--- src/rtl/kabeta_int_ctrl_pkg.sv ---
// Shared definitions for the kabeta interrupt controller: register map and FSM state encoding.
package kabeta_int_ctrl_pkg;

   localparam logic [1:0] INT_REG_PEND = 2'd0;
   localparam logic [1:0] INT_REG_MASK = 2'd1;
   localparam logic [1:0] INT_REG_MODE = 2'd2;
   localparam logic [1:0] INT_REG_STAT = 2'd3;

   typedef enum logic [1:0] {
      INT_ST_IDLE    = 2'd0,
      INT_ST_REQ     = 2'd1,
      INT_ST_SERVICE = 2'd2
   } int_state_e;

endpackage

--- src/rtl/kabeta_int_ctrl_sync.sv ---
// Single-bit multi-flop synchroniser for one asynchronous interrupt line.
module kabeta_int_sync
   import kabeta_int_ctrl_pkg::*;
#(
   parameter int SYNC_STAGES = 2
) (
   input  logic Sys_Clock,
   input  logic Sys_Reset,
   input  logic i_async,
   output logic o_sync
);

   logic [SYNC_STAGES-1:0] r_chain;

   always_ff @(posedge Sys_Clock) begin
      if (Sys_Reset) begin
         r_chain <= '0;
      end else begin
         r_chain <= {r_chain[SYNC_STAGES-2:0], i_async};
      end
   end

   assign o_sync = r_chain[SYNC_STAGES-1];

endmodule

--- src/rtl/kabeta_int_ctrl.sv ---
// Prioritised interrupt controller with a single request/ack/EOI handshake to the core.
// Define KABETA_INT_EDGE_MODE_EN to build the MODE register and per-channel edge detection.
//
// state          | meaning
// INT_ST_IDLE    | no request outstanding; arbitrates eligible channels
// INT_ST_REQ     | EIC_I_Req high with latched id; waits for EIC_Ack
// INT_ST_SERVICE | core is servicing the latched id; waits for EOI write
module kabeta_int_ctrl
   import kabeta_int_ctrl_pkg::*;
#(
   parameter int NUM_CH      = 8,
   parameter int ID_W        = $clog2(NUM_CH),
   parameter int SYNC_STAGES = 2
) (
   input  logic              Sys_Clock,
   input  logic              Sys_Reset,
   input  logic [NUM_CH-1:0] IRQ_In,
   input  logic              IO_EnR,
   input  logic              IO_EnW,
   input  logic [1:0]        IO_Addr,
   input  logic [31:0]       IO_DataW,
   output logic [31:0]       IO_DataR,
   output logic              EIC_I_Req,
   output logic [ID_W-1:0]   EIC_I_Id,
   input  logic              EIC_Ack
);

   if (NUM_CH < 2 || NUM_CH > 32) begin : g_bad_num_ch
      $error("kabeta_int_ctrl: NUM_CH must be 2..32");
   end
   if (SYNC_STAGES < 2 || SYNC_STAGES > 3) begin : g_bad_sync
      $error("kabeta_int_ctrl: SYNC_STAGES must be 2..3");
   end

   logic [NUM_CH-1:0] w_sync;
   logic [NUM_CH-1:0] w_rise;
   logic [NUM_CH-1:0] w_mode;
   logic [NUM_CH-1:0] w_wdata_ch;
   logic [NUM_CH-1:0] w_id_hot;
   logic [NUM_CH-1:0] w_ack_clr;
   logic [NUM_CH-1:0] w_clr;
   logic [NUM_CH-1:0] w_pend_nxt;
   logic [NUM_CH-1:0] w_elig;
   logic [ID_W-1:0]   w_win_id;
   logic              w_any;
   logic              w_lat_elig;
   logic              w_ack_in_req;
   logic              w_wr_pend;
   logic              w_wr_mask;
   logic              w_wr_mode;
   logic              w_wr_stat;
   logic [31:0]       w_rd;
   logic              w_unused;

   logic [NUM_CH-1:0] r_pend;
   logic [NUM_CH-1:0] r_mask;
   logic [31:0]       r_rdata;
   logic              r_req;
   logic [ID_W-1:0]   r_id;
   logic              r_active;
   int_state_e        r_state;

   for (genvar g = 0; g < NUM_CH; g++) begin : g_sync
      kabeta_int_sync #(
         .SYNC_STAGES (SYNC_STAGES)
      ) u_sync (
         .Sys_Clock (Sys_Clock),
         .Sys_Reset (Sys_Reset),
         .i_async   (IRQ_In[g]),
         .o_sync    (w_sync[g])
      );
   end

   assign w_wr_pend  = IO_EnW && (IO_Addr == INT_REG_PEND);
   assign w_wr_mask  = IO_EnW && (IO_Addr == INT_REG_MASK);
   assign w_wr_mode  = IO_EnW && (IO_Addr == INT_REG_MODE);
   assign w_wr_stat  = IO_EnW && (IO_Addr == INT_REG_STAT);
   assign w_wdata_ch = IO_DataW[NUM_CH-1:0];
   assign w_unused   = ^IO_DataW;

`ifdef KABETA_INT_EDGE_MODE_EN
   logic [NUM_CH-1:0] r_sync_d;
   logic [NUM_CH-1:0] r_mode;

   always_ff @(posedge Sys_Clock) begin
      if (Sys_Reset) begin
         r_sync_d <= '0;
         r_mode   <= '0;
      end else begin
         r_sync_d <= w_sync;
         if (w_wr_mode) begin
            r_mode <= w_wdata_ch;
         end
      end
   end

   assign w_rise = w_sync & ~r_sync_d;
   assign w_mode = r_mode;
`else
   logic w_unused_mode_wr;

   assign w_rise           = '0;
   assign w_mode           = '0;
   assign w_unused_mode_wr = w_wr_mode;
`endif

   assign w_ack_in_req = (r_state == INT_ST_REQ) && EIC_Ack;

   always_comb begin
      w_id_hot = '0;
      for (int i = 0; i < NUM_CH; i++) begin
         w_id_hot[i] = (r_id == ID_W'(i));
      end
   end

   assign w_ack_clr = w_ack_in_req ? w_id_hot : '0;
   assign w_clr     = (w_wr_pend ? w_wdata_ch : '0) | w_ack_clr;

   // Edge channels: a new rising edge beats any clear in the same cycle.
   assign w_pend_nxt = (w_mode & (w_rise | (r_pend & ~w_clr))) | (~w_mode & w_sync);

   assign w_elig     = r_pend & r_mask;
   assign w_any      = |w_elig;
   assign w_lat_elig = |(w_elig & w_id_hot);

   always_comb begin
      w_win_id = '0;
      for (int i = NUM_CH - 1; i >= 0; i--) begin
         if (w_elig[i]) begin
            w_win_id = ID_W'(i);
         end
      end
   end

   always_ff @(posedge Sys_Clock) begin
      if (Sys_Reset) begin
         r_pend <= '0;
         r_mask <= '0;
      end else begin
         r_pend <= w_pend_nxt;
         if (w_wr_mask) begin
            r_mask <= w_wdata_ch;
         end
      end
   end

   always_ff @(posedge Sys_Clock) begin
      if (Sys_Reset) begin
         r_state  <= INT_ST_IDLE;
         r_req    <= 1'b0;
         r_id     <= '0;
         r_active <= 1'b0;
      end else begin
         case (r_state)
            INT_ST_IDLE: begin
               if (w_any) begin
                  r_state <= INT_ST_REQ;
                  r_req   <= 1'b1;
                  r_id    <= w_win_id;
               end
            end
            INT_ST_REQ: begin
               // An ack wins over a same-cycle loss of eligibility: the core has already taken it.
               if (EIC_Ack) begin
                  r_state  <= INT_ST_SERVICE;
                  r_req    <= 1'b0;
                  r_active <= 1'b1;
               end else if (!w_lat_elig) begin
                  r_state <= INT_ST_IDLE;
                  r_req   <= 1'b0;
               end
            end
            INT_ST_SERVICE: begin
               if (w_wr_stat) begin
                  r_state  <= INT_ST_IDLE;
                  r_active <= 1'b0;
               end
            end
            default: begin
               r_state  <= INT_ST_IDLE;
               r_req    <= 1'b0;
               r_active <= 1'b0;
            end
         endcase
      end
   end

   always_comb begin
      w_rd = '0;
      case (IO_Addr)
         INT_REG_PEND: w_rd[NUM_CH-1:0] = r_pend;
         INT_REG_MASK: w_rd[NUM_CH-1:0] = r_mask;
         INT_REG_MODE: w_rd[NUM_CH-1:0] = w_mode;
         INT_REG_STAT: w_rd[ID_W:0]     = {r_active, r_id};
         default:      w_rd             = '0;
      endcase
   end

   // Read mux samples pre-write register values, so a same-cycle write is not visible.
   always_ff @(posedge Sys_Clock) begin
      if (Sys_Reset) begin
         r_rdata <= '0;
      end else if (IO_EnR) begin
         r_rdata <= w_rd;
      end
   end

   assign IO_DataR  = r_rdata;
   assign EIC_I_Req = r_req;
   assign EIC_I_Id  = r_id;

endmodule

--- config.mk ---
export PLATFORM = sky130hd
export DESIGN_NAME = kabeta_int_ctrl
export DESIGN_NICKNAME = d
export VERILOG_FILES = /design/src/rtl/kabeta_int_ctrl_pkg.sv /design/src/rtl/kabeta_int_ctrl_sync.sv /design/src/rtl/kabeta_int_ctrl.sv
export SDC_FILE = /design/constraint.sdc
export NUM_CORES = 1
export LEC_CHECK = 0
export ABC_AREA = 1
export BUFFER_PORTS_ARGS = -buffer_cell sky130_fd_sc_hd__clkbuf_2
export CELL_PAD_IN_SITES_DETAIL_PLACEMENT = 1
export CELL_PAD_IN_SITES_GLOBAL_PLACEMENT = 1
export CORE_MARGIN = 2
export CORE_UTILIZATION = 35
export DETAILED_ROUTE_END_ITERATION = 10
export PLACE_DENSITY_LB_ADDON = 0.1
export SLEW_MARGIN = 25
export SYNTH_ARGS = -nofsm -noshare
export SYNTH_HDL_FRONTEND = slang
export SYNTH_HIERARCHICAL = 1
export SYNTH_SLANG_ARGS = --single-unit
--- constraint.sdc ---
create_clock -name Sys_Clock -period 1.8 [get_ports Sys_Clock]
set_input_delay 0.18 -clock Sys_Clock [delete_from_list [all_inputs] [get_ports Sys_Clock]]
set_output_delay 0.18 -clock Sys_Clock [all_outputs]
set_load 0.02 [all_outputs]
==> impl_metrics.yaml, run 1 <==
clocking:
  clock_latency_ns: 0.30
  clk_path_buf_depth: 2
  numCtsBuffers: 5
  clkTransAtPathRegs_ns: 0.09
  cts_tree: "yes"
  post_cts_buffers: 0
  hold_buffers: 0
  clkSinkCount: 47
  htree_levels: 2
  root_buffer: "clkbuf_8"
  cts_resized: 0
placed_design:
  numPortBuffers: 34
  dp_hpwl_um: 3395
  dp_cells: 374
  gp_congestion: 0.7154
  post-place-ws_ns: 0.5316
floorplanning:
  dieWidth_um: 80.69
  ios: 83
  die_y_um: 80.69
  rows: 27
  die_area_um2: 6510
  start_util: 0.3670
  coreArea_um2: 5608
yosys:
  synthCells: 272
  synthTopCellsByCount: "dfxtp_1 (47), nand2_1 (41), nor2_1 (41)"
  syn_area_um2: 2058
  yosysMostFrequentCell: "dfxtp_1"
  synth-seq-area-share: 0.4571
  synth_seq_cells: 47
  synth.distinct_cells: 26
  synth.largest_area_cell: "dfxtp_1"
  syn_avg_cell_area_um2: 7.567
  synth-main-ff-cell: "dfxtp_1"
  synth_async_sr_flop_share: 0
  synth_edf_count: 0
  synth_top_area_share: 0.4571
  synthTopCellsByArea: "dfxtp_1 (46%), buf_4 (8.8%), nand2_1 (7.5%), nor2_1 (7.5%), inv_1 (7.1%)"
  synth-warning-count: 6
sta:
  rsz0062_at_grt: "false"
  report.final.setup_viol: 0
  period_share: 0.6982
  max_freq_ghz: 0.7958
  period_needed_ns: 1.257
  holdWs_ns: 0.05970
  hold_viol_final: 0
  setup_tns_ns: 0
  fin_ws_ns: 0.5433
  skew_ns: 0.004680
  drv_slew: 0
critical_path:
  worstPathRequired_ns: 1.99
  crit_fanout: 7
  worstSetupStartpointType: "flop"
  end_kind: "flop"
  cp_data_arrival_time_ns: 1.44
  critPathKind: "reg2reg"
global_route:
  grt_pass1_vias: 1627
  grt_max_degree: 34
  antenna_found_initial: 0
  overflow: 0
  grt_pass1_wl_um: 7341
  track_usage: 0.1502
detailed_routing:
  drcViolationCount: 0
  first_pass_iters: 4
  final_antenna_net_count: 0
  vias: 1636
  viasPerCell: 4.283
  drt-total-wl_um: 4342
  dr.first_iter.drc_count: 55
  wl_per_cell_um: 11.37
cells_and_area:
  n_antenna_cell: 0
  layout-drive-gt1-share: 0.2258
  syn2layout_area_growth_pct: 11.67
  nets: 356
  layoutNonFillerInstCount: 382
power:
  irDropWorstVdd_mv: 0.4416
  netSwitchingPower_w: 0.0005368
  p_comb_frac: 0.111
  p_seq_frac: 0.564
  total_power_w: 0.001962
  p_leak_nw: 1.124
  switching_share: 0.2736
  p_int_w: 0.001426
  p_per_area_nw_per_um2: 853.8
  power_frac_clock: 0.325
run:
  max_cap_violations: 0
outcome:
  status: "complete, no violations"
min_path:
  hold_class: "in2reg"
[final timing paths]
kind                                          start  cells past startpoint  slack (ns)                                endpoint
max                        EIC_I_Id[0]$_SDFFE_PP0P_                      9        0.54                  EIC_I_Req$_SDFFE_PP0P_
min                                       IRQ_In[2]                      3        0.06  g_sync[2].u_sync/r_chain[0]$_SDFF_PP0_
max reg2reg                EIC_I_Id[0]$_SDFFE_PP0P_                      9        0.54                  EIC_I_Req$_SDFFE_PP0P_
min reg2reg  g_sync[2].u_sync/r_chain[0]$_SDFF_PP0_                      2        0.41  g_sync[2].u_sync/r_chain[1]$_SDFF_PP0_
[cell usage in the layout (no fill, tap or decap), drive strengths merged, types with 3 or more instances in the layout]
cell type | Yosys | final
nand2 | 50 | 50
inv | 47 | 48
dfxtp | 47 | 47
nor2 | 46 | 46
clkbuf | 0 | 40
conb | 1 | 24
a21oi | 16 | 16
o21ai | 16 | 16
nand3 | 9 | 9
o221ai | 3 | 3
a41oi | 3 | 3
[critical path: stages (launching register included)]
cell     delay, ns
dfxtp_1       0.50
inv_2         0.06
nand2_1       0.08
nor2_1        0.05
nor2_1        0.12
nand3_2       0.08
nand3_2       0.08
nand2_1       0.05
nand2_1       0.07
a21oi_2       0.05
[area by class of cell]
cell class	instances	area, µm²
fillers	717	3309
flip-flops and latches	47	940.9
multi-input cells	172	817.0
repair buffers	36	185.2
inverters	47	176.4
well taps	72	90.09
clock buffers	6	72.57
clock inverters	2	16.27
[state kept, by name, indices dropped and copies added (netlist names)]
register               flops
EIC_I_Id                   3
EIC_I_Req                  1
IO_DataR                   8
g_sync.u_sync/r_chain     16
r_active                   1
r_mask                     8
r_pend                     8
r_state                    2
[power by group through the flow]
stage | registers, W | clock network [W] | logic, W
after detailed placement | 0.00113 | 0 | 0.000221
after global placement | 0.00113 | 0 | 0.000215
after floorplan | 0.00114 | 0 | 0.000173
after global routing | 0.00111 | 0.000730 | 0.000249
after CTS | 0.00111 | 0.000671 | 0.000222
final | 0.00111 | 0.000638 | 0.000218
[stage by stage]
stage / utilization / area, µm²
after global placement: 0.3940 / 2210
after CTS: 0.4099 / 2298
final: 0.4099 / 2298
after global routing: 0.4099 / 2298
after detailed placement: 0.3940 / 2210
after floorplan: - / 2145
[cell families (layout without fill, tap and decap cells)]
kind of cell,after synthesis,count (layout),share of synthesized area
simple gates,106,106,0.2316
buf+inv,76,91,0.1878
flops,47,47,0.4571
compound gates,42,42,0.1216
other cells,1,24,0.001822
[layer usage]
metal,global-route usage,wire length (µm)
met1,0.1856,2014
met2,0.2517,2091
met3,0.03708,178
met4,0.05593,58
met5,0,0
Power figures use the tool's default switching activity.
==> run 2, diff against run 1 <==
CORE_UTILIZATION = 33   (was 35)
clock period = 1.3 ns   (was 1.8 ns; I/O delays follow)
==> impl_metrics.yaml, run 2 (same netlist as run 1, synthesis figures left out) <==
cells_and_area:
  layout-drive-gt1-share: 0.2460
  nets: 359
  layout_commonest_cell: "dfxtp_1"
  layoutNonFillerInstCount: 388
  syn2layout_area_growth_pct: 13.37
  n_antenna_cell: 0
  nFillCells: 793
  final_cell_mix: "dfxtp_1 (46), nor2_1 (41), inv_1 (39)"
  top_register: "g_sync.u_sync/r_chain"
  largest_reg_flops: 16
sta:
  holdWs_ns: 0.008176
  hold_viol_final: 0
  period_needed_ns: 1.198
  skew_ns: 0.003555
  setup_tns_ns: 0
  drv_slew: 0
  max_freq_ghz: 0.8350
  period_share: 0.9213
  report.final.setup_viol: 0
  rsz0062_at_grt: "false"
critical_path:
  worstPathCellList: "nand2_1, nand2_2, nor2_2, nand2_2, nand2_2, inv_2, o211a_1"
  timing.critical_path.buf_inv: 1
  worstSetupStartpointType: "flop"
  critPathMaxStageDelay_ns: 0.34
  worstPathRequired_ns: 1.50
  cp_slowest_cell: "dfxtp_1"
  end_kind: "flop"
  crit_family: "simple AND/OR/NAND/NOR gates"
  critPathKind: "reg2reg"
  path_common_cell: "nand2_2"
  cp_data_arrival_time_ns: 1.39
  crit_fanout: 4
floorplanning:
  rows: 28
  dieWidth_um: 82.98
  die_y_um: 82.98
  die_area_um2: 6885
  ios: 83
  coreArea_um2: 5991
  start_util: 0.3436
power:
  p_leak_nw: 1.140
  total_power_w: 0.002744
  p_per_area_nw_per_um2: 1176
  irDropWorstVdd_mv: 0.6294
detailed_routing:
  top_layer: "met4"
  met1Wirelength_um: 2106
  final_antenna_net_count: 0
  viasPerCell: 4.278
  drt-total-wl_um: 4458
  dr.first_iter.drc_count: 31
  first_pass_iters: 3
  vias: 1660
  drcViolationCount: 0
  wl_per_cell_um: 11.49
  met3_length_um: 142
  met2_length_um: 2176
clocking:
  clkTransAtPathRegs_ns: 0.09
  numCtsBuffers: 5
  cts_tree: "yes"
  htree_levels: 2
  post_cts_buffers: 0
  clock_latency_ns: 0.30
  clk_path_buf_depth: 2
  clkSinkCount: 47
  root_buffer: "clkbuf_8"
placed_design:
  numPortBuffers: 34
  dp_hpwl_um: 3408
  dp_cells: 380
  gp_congestion: 0.7734
global_route:
  grt_pass1_wl_um: 7521
  grt_pass1_vias: 1628
  overflow: 0
  track_usage: 0.1324
  grt_max_degree: 34
  antenna_found_initial: 0
min_path:
  hold_class: "in2reg"
run:
  max_cap_violations: 0
outcome:
  status: "complete, no violations"
==> run 2: cell types whose count changed in the layout (fill, tap and decap cells not counted) <==
cell / before / now
dfxtp_2: 0 / 1
nand2_1: 41 / 38
dfxtp_1: 47 / 46
buf_4: 2 / 5
nand2_2: 8 / 11
==> run 2: through the flow <==
step                      worst slack, ns    util  instance area, µm²
after global routing            0.0009561  0.3895                2333
after CTS                        0.009597  0.3881                2325
after detailed placement          0.02678  0.3732                2236
final                              0.1023  0.3895                2333
after global placement            0.04255  0.3732                2236
after floorplan                   0.08765       -                2145
==> run 2: report_power, final <==
part           internal (W)  switching (W)
combinational     0.0000925       0.000214
sequential          0.00150      0.0000335
clock              0.000387       0.000517
total               0.00198       0.000765
==> run 2: repair_timing <==
item,CTS,global route
setup endpoints to repair,0,2
gates resized for setup,0,4
hold buffers,0,0
==> run 2: layer usage <==
metal	up-vias	GRT usage
li1	865	-
met1	763	0.1654
met2	28	0.2324
met3	4	0.02783
met4	0	0.03130
met5	-	0
==> run 2: final timing paths <==
check / from / to / slack [ns] / depth (start not counted)
worst max-delay path: r_mask[2]$_SDFFE_PP0P_ / EIC_I_Id[1]$_SDFFE_PP0P_ / 0.10 / 7
worst max register to register: r_mask[2]$_SDFFE_PP0P_ / EIC_I_Id[1]$_SDFFE_PP0P_ / 0.10 / 7
worst min register to register: g_sync[6].u_sync/r_chain[1]$_SDFF_PP0_ / r_pend[6]$_SDFF_PP0_ / 0.41 / 2
worst min-delay path: IRQ_In[1] / g_sync[1].u_sync/r_chain[0]$_SDFF_PP0_ / 0.008 / 3
==> run 2: layout make-up <==
| type | instances | area, µm² | area share |
|---|---|---|---|
| clock inverters | 2 | 16.27 | 0.006971 |
| inverters | 47 | 176.4 | 0.07560 |
| multi-input cells | 172 | 824.5 | 0.3534 |
| repair buffers | 39 | 207.7 | 0.08901 |
| flip-flops and latches | 47 | 942.2 | 0.4038 |
| well taps | 75 | 93.84 | 0.04021 |
| clock buffers | 6 | 72.57 | 0.03110 |
==> run 2: worst reg2reg max path: stages (launching register included) <==
cell and delay [ns]:
dfxtp_1 0.34, nand2_1 0.12, nand2_2 0.08, nor2_2 0.13, nand2_2 0.08, nand2_2 0.10, inv_2 0.06, o211a_1 0.20
